--- config.mk ---
export PLATFORM = sky130hd
export DESIGN_NAME = tx_frame_sched
export DESIGN_NICKNAME = d
export VERILOG_FILES = /design/src/rtl/tx_frame_sched.sv
export SDC_FILE = /design/constraint.sdc
export NUM_CORES = 1
export LEC_CHECK = 0
export ABC_AREA = 1
export CAP_MARGIN = 15
export CORE_MARGIN = 2
export CORE_UTILIZATION = 35
export CTS_BUF_LIST = sky130_fd_sc_hd__clkbuf_2 sky130_fd_sc_hd__clkbuf_4 sky130_fd_sc_hd__clkbuf_8
export DETAILED_ROUTE_END_ITERATION = 16
export GPL_TIMING_DRIVEN = 0
export PLACE_DENSITY_LB_ADDON = 0.3
export SLEW_MARGIN = 20
export SYNTH_ARGS = -nofsm -noshare
export SYNTH_HDL_FRONTEND = slang
export SYNTH_SLANG_ARGS = --single-unit
--- constraint.sdc ---
create_clock -name clk -period 3.8 [get_ports clk]
set_clock_uncertainty 0.2 [all_clocks]
set_input_delay 1.14 -clock clk [delete_from_list [all_inputs] [get_ports clk]]
set_output_delay 1.14 -clock clk [all_outputs]
set_load 0.005 [all_outputs]
--- src/rtl/tx_frame_sched.sv ---
// tx_frame_sched: snapshots NCH channel words on a sample strobe and streams them
// to a byte-wide UART as SYNC, SEQ, data bytes (MSB first per channel), CSUM.
module tx_frame_sched #(
    parameter int unsigned WIDTH     = 16,
    parameter int unsigned NCH       = 6,
    parameter logic [7:0]  SYNC_BYTE = 8'hA5
) (
    input  logic                   clk,
    input  logic                   rst_n,
    input  logic                   sample_stb,
    input  logic [NCH*WIDTH-1:0]   data_in,
    output logic [7:0]             tx_data,
    output logic                   tx_valid,
    input  logic                   tx_ready,
    output logic                   busy,
    output logic                   overrun,
    output logic [7:0]             overrun_cnt,
    output logic [7:0]             seq
);

    localparam int unsigned BPW   = WIDTH / 8;
    localparam int unsigned NB    = NCH * BPW;
    localparam int unsigned IDX_W = (NB > 1) ? $clog2(NB) : 1;
    localparam int unsigned DW    = NCH * WIDTH;

    typedef enum logic [2:0] {
        S_IDLE,
        S_SYNC,
        S_SEQ,
        S_DATA,
        S_CSUM
    } state_t;

    state_t             state, state_n;
    logic [IDX_W-1:0]   idx, idx_n;
    logic [7:0]         csum, csum_n;
    logic [7:0]         seq_n;
    logic [7:0]         tx_data_n;
    logic [DW-1:0]      snapshot;
    logic               capture_c;
    logic               xfer_c;
    logic               drop_c;
    logic [7:0]         byte_arr [NB];

    // Flatten the snapshot into frame byte order: channel ascending, MSB byte first.
    for (genvar gc = 0; gc < NCH; gc++) begin : g_ch
        for (genvar gb = 0; gb < BPW; gb++) begin : g_byte
            assign byte_arr[gc*BPW + gb] = snapshot[WIDTH*gc + WIDTH-1-8*gb -: 8];
        end
    end

    assign xfer_c = tx_valid & tx_ready;
    assign drop_c = sample_stb & (state != S_IDLE);

    // Next-state and next-byte selection; the byte for the next state is loaded on the
    // same edge as the transition so there is never a gap cycle.
    always_comb begin
        state_n   = state;
        idx_n     = idx;
        csum_n    = csum;
        seq_n     = seq;
        tx_data_n = tx_data;
        capture_c = 1'b0;
        case (state)
            S_IDLE: begin
                if (sample_stb) begin
                    state_n   = S_SYNC;
                    tx_data_n = SYNC_BYTE;
                    csum_n    = 8'h00;
                    capture_c = 1'b1;
                end
            end
            S_SYNC: begin
                if (xfer_c) begin
                    state_n   = S_SEQ;
                    tx_data_n = seq;
                end
            end
            S_SEQ: begin
                if (xfer_c) begin
                    state_n   = S_DATA;
                    idx_n     = '0;
                    csum_n    = csum + tx_data;
                    tx_data_n = byte_arr[0];
                end
            end
            S_DATA: begin
                if (xfer_c) begin
                    csum_n = csum + tx_data;
                    if (idx == IDX_W'(NB - 1)) begin
                        state_n   = S_CSUM;
                        tx_data_n = csum + tx_data;
                    end else begin
                        idx_n     = idx + IDX_W'(1);
                        tx_data_n = byte_arr[idx + IDX_W'(1)];
                    end
                end
            end
            S_CSUM: begin
                if (xfer_c) begin
                    state_n   = S_IDLE;
                    seq_n     = seq + 8'd1;
                    tx_data_n = 8'h00;
                end
            end
            default: state_n = S_IDLE;
        endcase
    end

    // Frame state, handshake outputs and snapshot.
    always_ff @(posedge clk or negedge rst_n) begin
        if (!rst_n) begin
            state    <= S_IDLE;
            idx      <= '0;
            csum     <= 8'h00;
            seq      <= 8'h00;
            tx_data  <= 8'h00;
            tx_valid <= 1'b0;
            busy     <= 1'b0;
            snapshot <= '0;
        end else begin
            state    <= state_n;
            idx      <= idx_n;
            csum     <= csum_n;
            seq      <= seq_n;
            tx_data  <= tx_data_n;
            tx_valid <= (state_n != S_IDLE);
            busy     <= (state_n != S_IDLE);
            if (capture_c) begin
                snapshot <= data_in;
            end
        end
    end

    // Dropped-strobe pulse and saturating counter.
    always_ff @(posedge clk or negedge rst_n) begin
        if (!rst_n) begin
            overrun     <= 1'b0;
            overrun_cnt <= 8'h00;
        end else begin
            overrun <= drop_c;
            if (drop_c && (overrun_cnt != 8'hFF)) begin
                overrun_cnt <= overrun_cnt + 8'd1;
            end
        end
    end

endmodule

==> summary.md, run 1 <==
| Metric | Value |
|---|---|
| Synth area leaders | `dfrtp_1 50%, nand2_1 23%, nand3_1 5.0%` |
| Crit-path max cell delay | `about 0.54 ns` |
| Row cnt | `51` |
| Psw | `3.03 mW` |
| CTS resizes | `0` |
| Top delay family on crit path | `buffers and inverters` |
| Worst-Margin Slew | `between 0.4 and 0.5 ns` |
| Antenna violations before repair | `0` |
| Buf/Inv on CP | `1` |
| Core ar. | `0.0194 mm2` |
| Clock net sink count | `between 100 and 150` |
| Register area | `0.00343 mm2` |
| RSZ-0062 raised after global routing | `no` |
| Most common cell in the netlist | `nand2_1` |
| Mux cell area share after synthesis | `0.164%` |
| Critical-path maximum fanout | `6` |
| Deepest clock path buffer count | `2` |
| Final global-route overflow total | `0` |
| F_max | `0.357 GHz` |
| Req. time, crit path | `roughly 2.5 ns` |
| Multi-input gate area | `0.00296 mm2` |
| Pin count of the biggest net entering global routing | `88` |
| Max cap viols | `0` |
| Fin crit share | `73.7%` |
| Via count | `~6300` |
| Post-synth top cells | `416 x nand2_1, 137 x dfrtp_1, 69 x nand3_1` |
| Drt drc | `0` |
| Critical path launch point type | `flip-flop` |
| Tot GR Track Use | `20.3%` |
| Pleak | `4.52 nW` |
| Yosys warning count | `0` |
| Gate power share | `45.7%` |
| Simple-Gate Fraction of Synth Area | `31.1%` |
| Drt wl/cell | `between 10 and 15 um` |
| Post-synth EDFFs | `0` |
| Pwr Density | `approximately 800 mW/mm2` |
| Root Buffer | `clkbuf_8` |
| Yosys reg bits | `137` |
| Initial DRC count | `505` |
| Clock power share | `about 20%` |
| Worst EP arrival | `1.46 ns` |
| Mapped Area | `about 0.007 mm2` |
| XOR/XNOR Fraction of Synth Area | `2.04%` |
| Unique cell type count in the Yosys netlist | `33` |
| Final setup vio count | `0` |
| Syn Inst Count | `905` |
| IO Count | `127` |
| Asr flop ratio synth | `100%` |
| Drt pass-1 iters | `5` |
| Crit path capture type | `output pin` |
| Post-route ant nets | `0` |
| Flop pwr share | `34.7%` |
| First-pass GRT wire length | `32100 um` |
| Relative slew slack | `66.8%` |
| Post-synth top area cell | `dfrtp_1` |
| Worst-path cell chain | `clkdlybuf4s50_1` |
| Initial core utilization | `35.5%` |
| Finished Cell Area | `about 0.0090 mm2` |
| IO Port Bufs | `126` |
| DR vias/cell | `~4.8` |
| Final Hold Fails | `0` |
| Hold-fix buffers, CTS | `0` |
| Filler cell count | `1994` |
| Syn Nets | `1016` |
| Setup Buffers After CTS | `0` |
| Adder-cell area share of the yosys netlist | `2.11%` |
| Share of cells above drive strength 1 | `7.71%` |
| CP max stage cell | `clkdlybuf4s50_1` |
| Hold slack | `0.273 ns` |
| Gpl congestion | `between 0.9 and 1` |
| Post-route setup slack | `1.00 ns` |
| Worst Hold Class | `flip-flop to flip-flop` |
| Max-slew violations | `0` |
| H-tree levels | `4` |
| Full die area | `0.0208 mm2` |
| Nets@finish | `~1200` |
| Clk pin slew, worst setup/hold paths | `roughly 0.070 ns` |
| Die width | `144 um` |
| Die Ht | `144 um` |
| Power Internal | `a little over 4 mW` |
| Vias in the first global route | `around 6200` |
| CTS tree | `yes` |
| Switching share of total power | `42.4%` |
| DP HPWL | `15000 um` |
| Period minus WS final | `2.80 ns` |
| Largest family of logic cells by synthesized area | `simple AND/OR/NAND/NOR gates` |
| Reg2reg setup slack | `around 1.4 ns` |
| Syn-to-layout area delta | `30.5%` |
| ANT cells | `0` |
| CTS buffer count | `17` |
| Synth Area in Compound Gates | `roughly 7.6%` |
| Placed Instance Area | `approximately 0.0085 mm2` |
| WS Path Type | `flip-flop to output pin` |
| Post-synth top flop | `dfrtp_1` |
| Pre-CTS WS | `about 0.74 ns` |
| Yosys top cell area share | `49.8%` |
| Syn_area_per_cell | `7.60 um2` |
| Post-Route WL | `around 20000 um` |
| Register area share after synthesis | `49.8%` |
| Clk Latency, worst-skew pair | `0.46 ns` |
| Maximum VDD drop | `~310 uV` |
| Status | `completed` |
==> per-stage QoR <==
| stage | total power, mW | instances | TNS [ns] | utilization (%) |
|---|---|---|---|---|
| 3_3_place_gp | 5.67 | 1296 | -581.98 | 43.7 |
| 4_1_cts | 7.17 | 1328 | 0 | 46.3 |
| 3_5_place_dp | 5.74 | 1297 | 0 | 43.8 |
| 2_1_floorplan | 4.55 | 905 | 0 | - |
| 5_1_grt | 7.76 | 1328 | 0 | 46.3 |
| 6_report | 7.16 | 1328 | 0 | 46.3 |
==> cells in the final DEF (no fill, tap or decap), types with 2 or more instances in the layout <==
cell             netlist  final
a221oi_1               4      4
xor2_1                11     11
nor2_1                26     26
buf_1                  2      2
clkbuf_8               0     20
o21ai_0               27     27
nor3_1                 5      5
inv_1                 66     66
clkinvlp_4             0      4
xnor2_1                5      5
buf_2                 26     26
nand2_1              416    416
clkbuf_1               7      7
clkdlybuf4s50_1        0    125
o22ai_1                6      6
a31o_1                 2      2
a21oi_1               29     29
o21ai_1               21     21
nor2_2                 2      2
o211ai_1               5      5
nor2_4                 2      2
bufinv_16              0      5
inv_2                  8      8
nand4_1                5      5
nand3_1               69     69
ha_1                  10     10
dfrtp_1              137    137
buf_4                  5      5
==> per-layer routing <==
| layer | global-route usage [%] | vias up | share of wire, % |
|---|---|---|---|
| met3 | 4.30 | 27 | 5.8 |
| met2 | 32.3 | 186 | 46 |
| met4 | 5.88 | 0 | 1.8 |
| li1 | - | 3145 | - |
| met1 | 28.0 | 2963 | 47 |
| met5 | 0 | - | 0 |
==> kinds of logic (layout without fill, tap and decap cells) <==
family,count (synthesis),count (layout)
AND/OR/NAND/NOR,529,529
XOR/XNOR,16,16
flip-flops,137,137
AO/OA/AOI/OAI,95,95
buffers and inverters,116,274
adder cells (fa/ha/maj),11,11
multiplexers,1,1
==> worst paths after layout <==
check                      depth (start not counted)          from        endpoint
setup / recovery                                   1        seq[0]          seq[0]
hold / removal                                     2  snapshot[33]    snapshot[33]
setup reg to reg                                  12        idx[1]      tx_data[4]
hold reg to reg                                    2  snapshot[33]    snapshot[33]
max in group asynchronous                          2         rst_n    snapshot[79]
min in group asynchronous                          1         rst_n  overrun_cnt[6]
==> state kept, by name (all words and copies together) (netlist names) <==
signal	flops
busy	1
snapshot	96
idx	4
csum	8
overrun	1
seq	8
overrun_cnt	8
tx_data	8
state	3
==> power groups by stage <==
stage | logic [mW] | registers, mW | clock network (mW)
6_report | 3.27 | 2.48 | 1.40
3_3_place_gp | 3.19 | 2.48 | 0
5_1_grt | 3.72 | 2.55 | 1.50
2_1_floorplan | 2.19 | 2.37 | 0
3_5_place_dp | 3.25 | 2.49 | 0
4_1_cts | 3.26 | 2.47 | 1.43
==> area by class of cell <==
cell class | count | area share [%]
Buffer | 40 | 2.25
Clock buffer | 20 | 3.07
Clock inverter | 11 | 2.16
Inverter | 76 | 3.21
Multi-Input combinational cell | 652 | 33.0
Sequential cell | 137 | 38.2
Tap cell | 265 | 3.70
Timing Repair Buffer | 127 | 14.4
(Power assumes the default switching activity.)
==> run 2, diff against run 1 <==
Clock period 3.8 ns to 2.8 ns, I/O delays scaled along.
==> results of run 2 <==
The final DEF is identical to that of run 1. Status: completed.
Main changes from that run: setup slack after placement 0.736 ns -> 0.0358 ns; setup slack after layout 1.00 ns -> 0.300 ns; hold slack 0.273 ns -> 0.0706 ns; register-to-register setup slack 1.43 ns -> 0.43 ns; total power 7.16 mW -> 9.72 mW; worst IR drop on VDD 311 uV -> 422 uV
==> run 3, diff against run 2 <==
Settings changed: SETUP_SLACK_MARGIN set to 0.05.
Clock period 2.8 ns to 2.3 ns, I/O delays scaled along.
==> summary.md, run 3 (same netlist as run 1, synthesis figures left out) <==
| Metric | Value |
|---|---|
| Drt drc | `0 (unchanged)` |
| Relative slew slack | `66.0% (-0.80 points)` |
| Most common cell after layout, fill and taps aside | `nand2_1` |
| DP HPWL | `15000 um (unchanged)` |
| Pleak | `4.80 nW (+6.1%)` |
| Vias in the first global route | `6311 (+2.3%)` |
| Commonest non-fill, non-tap cells in the layout | `414 x nand2_1, 135 x dfrtp_1, 107 x clkdlybuf4s50_1` |
| Placed Instance Area | `0.00850 mm2 (unchanged)` |
| Critical path launch point type | `flip-flop` |
| RSZ-0062 raised after global routing | `yes` |
| Final global-route overflow total | `0 (unchanged)` |
| Worst-path cell chain | `clkdlybuf4s50_1` |
| Fin crit share | `95.7%` |
| Pwr Density | `about 1300 mW/mm2` |
| Pin count of the biggest net entering global routing | `88 (unchanged)` |
| Worst Hold Class | `flip-flop to flip-flop` |
| Gpl congestion | `0.945 (unchanged)` |
| Max reg flops | `96 (unchanged)` |
| Initial core utilization | `35.5% (unchanged)` |
| Placed cell count | `1297 (unchanged)` |
| Share of cells above drive strength 1 | `10.6% (+2.9 points)` |
| CP max stage cell | `clkdlybuf4s50_1` |
| DR vias/cell | `4.72 (-0.90%)` |
| Via count | `6401 (+1.3%)` |
| F_max | `0.454 GHz` |
| Switching share of total power | `a little over two fifths` |
| Final Hold Fails | `0 (unchanged)` |
| Max cap viols | `0 (unchanged)` |
| Worst-Margin Slew | `0.510 ns (+0.0120 ns)` |
| Buf/Inv on CP | `1 (unchanged)` |
| Maximum VDD drop | `just over 500 uV` |
| Initial DRC count | `489 (-3.2%)` |
| Fin cells | `1357 (+2.2%)` |
| Crit path capture type | `output pin` |
| Max-slew violations | `0 (unchanged)` |
| Drt wl/cell | `14.8 um (-1.0%)` |
| Filler cell count | `1973 (-1.1%)` |
| Drt pass-1 iters | `5 (unchanged)` |
| Clock power share | `19.2% (-0.4 points)` |
| Core ar. | `0.0194 mm2 (unchanged)` |
| Clock net sink count | `137 (unchanged)` |
| Top delay family on crit path | `buffers and inverters` |
| Post-Route WL | `20000 um (+1.2%)` |
| Root Buffer | `clkbuf_8` |
| ANT cells | `0 (unchanged)` |
| Clk pin slew, worst setup/hold paths | `0.08 ns (about the same)` |
| Psw | `~5 mW` |
| Largest reg by FF count | `snapshot` |
| Clk Latency, worst-skew pair | `0.46 ns (about the same)` |
| Post-route setup slack | `0.0979 ns` |
| Power Internal | `7.04 mW` |
| Crit-path max cell delay | `0.49 ns (-0.05 ns)` |
| WS Path Type | `flip-flop to output pin` |
| Syn-to-layout area delta | `34.7%` |
| Die width | `144 um (unchanged)` |
| Critical-path maximum fanout | `2 (-4)` |
| Post-route ant nets | `0 (unchanged)` |
| Tot GR Track Use | `20.4% (+0.10 points)` |
| Setup TNS | `0 ns (unchanged)` |
| IO Port Bufs | `126 (unchanged)` |
| First-pass GRT wire length | `32300 um (+0.60%)` |
| Worst EP arrival | `1.31 ns (-0.15 ns)` |
| CTS buffer count | `17 (unchanged)` |
| Pre-CTS WS | `-0.314 ns` |
| Req. time, crit path | `approximately 1.4 ns` |
| Final setup vio count | `0 (unchanged)` |
| Gate power share | `47.8% (+2.1 points)` |
| Deepest clock path buffer count | `2 (unchanged)` |
| Flop pwr share | `33.0% (-1.7 points)` |
| Row cnt | `51 (unchanged)` |
| Antenna violations before repair | `0 (unchanged)` |
| IO Count | `127 (unchanged)` |
| Multi-input gate area | `0.00297 mm2 (+0.38%)` |
| Die Ht | `144 um (unchanged)` |
| Hold slack | `0.272 ns` |
| Register area | `0.00343 mm2 (about the same)` |
| H-tree levels | `4 (unchanged)` |
| Finished Cell Area | `0.00926 mm2 (+3.2%)` |
| Nets@finish | `1191 (+2.5%)` |
| Period minus WS final | `roughly 2.2 ns` |
| CTS tree | `yes` |
| Status | `completed` |
| Full die area | `0.0208 mm2 (unchanged)` |
==> run 3: cell count changes in the layout (fill, tap and decap cells not counted), sizes merged <==
cell	previous run	this run
buf	35	63
dlymetal6s2s	0	13
clkdlybuf4s50	125	107
dlygate4sd3	0	1
dlygate4sd2	0	5
==> run 3: path summary, 6_finish.rpt <==
| path | startpoint | end | slack [ns] | depth (start not counted) |
|---|---|---|---|---|
| hold reg to reg | snapshot[33] | snapshot[33] | 0.27 | 2 |
| max in group asynchronous | rst_n | snapshot[79] | 0.61 | 3 |
| setup / recovery | overrun_cnt[2] | overrun_cnt[2] | 0.1 | 1 |
| min in group asynchronous | rst_n | overrun_cnt[6] | 0.51 | 2 |
| setup reg to reg | idx[1] | tx_data[2] | 0.17 | 11 |
| hold / removal | snapshot[33] | snapshot[33] | 0.27 | 2 |
==> run 3: per-stage QoR <==
step / util [%] / power, mW
floorplan: - / 7.53
global placement: 43.7 / 9.38
detailed placement: 43.8 / 9.49
CTS: 47.2 / 12.0
global route: 47.7 / 13.1
finish: 47.7 / 12.1
==> run 3: final cells by class <==
type / instances / area share [%]
timing repair buffer: 156 / 16.6
tap: 265 / 3.58
buffer: 40 / 2.44
inverter: 76 / 3.16
multi-input combinational: 652 / 32.1
clock buffer: 20 / 2.97
sequential: 137 / 37.0
clock inverter: 11 / 2.09
==> run 3: power by group through the flow <==
stage | Clock [mW] | Combinational (mW) | Sequential [mW]
global placement | 0 | 5.27 | 4.10
detailed placement | 0 | 5.37 | 4.12
finish | 2.33 | 5.80 | 4.00
global route | 2.47 | 6.54 | 4.12
CTS | 2.36 | 5.66 | 4.00
floorplan | 0 | 3.61 | 3.91
==> run 3: layer usage <==
metal	global-route usage, %	routed length (um)	vias to the layer above	share of wire [%]
met5	0	0	-	0
met4	6.34	394	0	2.0
met3	4.11	1090	29	5.5
met2	32.8	9200	183	46
met1	27.8	9350	2989	47
li1	-	-	3200	-
==> run 3: worst reg2reg max path: stages (launching register included) <==
cell     delay (ns)
dfrtp_1        0.41
ha_1           0.30
buf_6          0.15
inv_6          0.06
buf_4          0.19
a21oi_1        0.11
o21ai_0        0.11
nand3_1        0.11
nand3_1        0.11
nand2_1        0.12
nand2_1        0.07
a21oi_1        0.12
==> run 3: what timing repair did <==
action / 4_1_cts / 5_1_grt
resized for setup: 11 / 25
endpoints found under the setup margin: 31 / 22
hold endpoints to repair: 50 / 0
buffers inserted: 22 / 6
hold buffers: 1 / 0
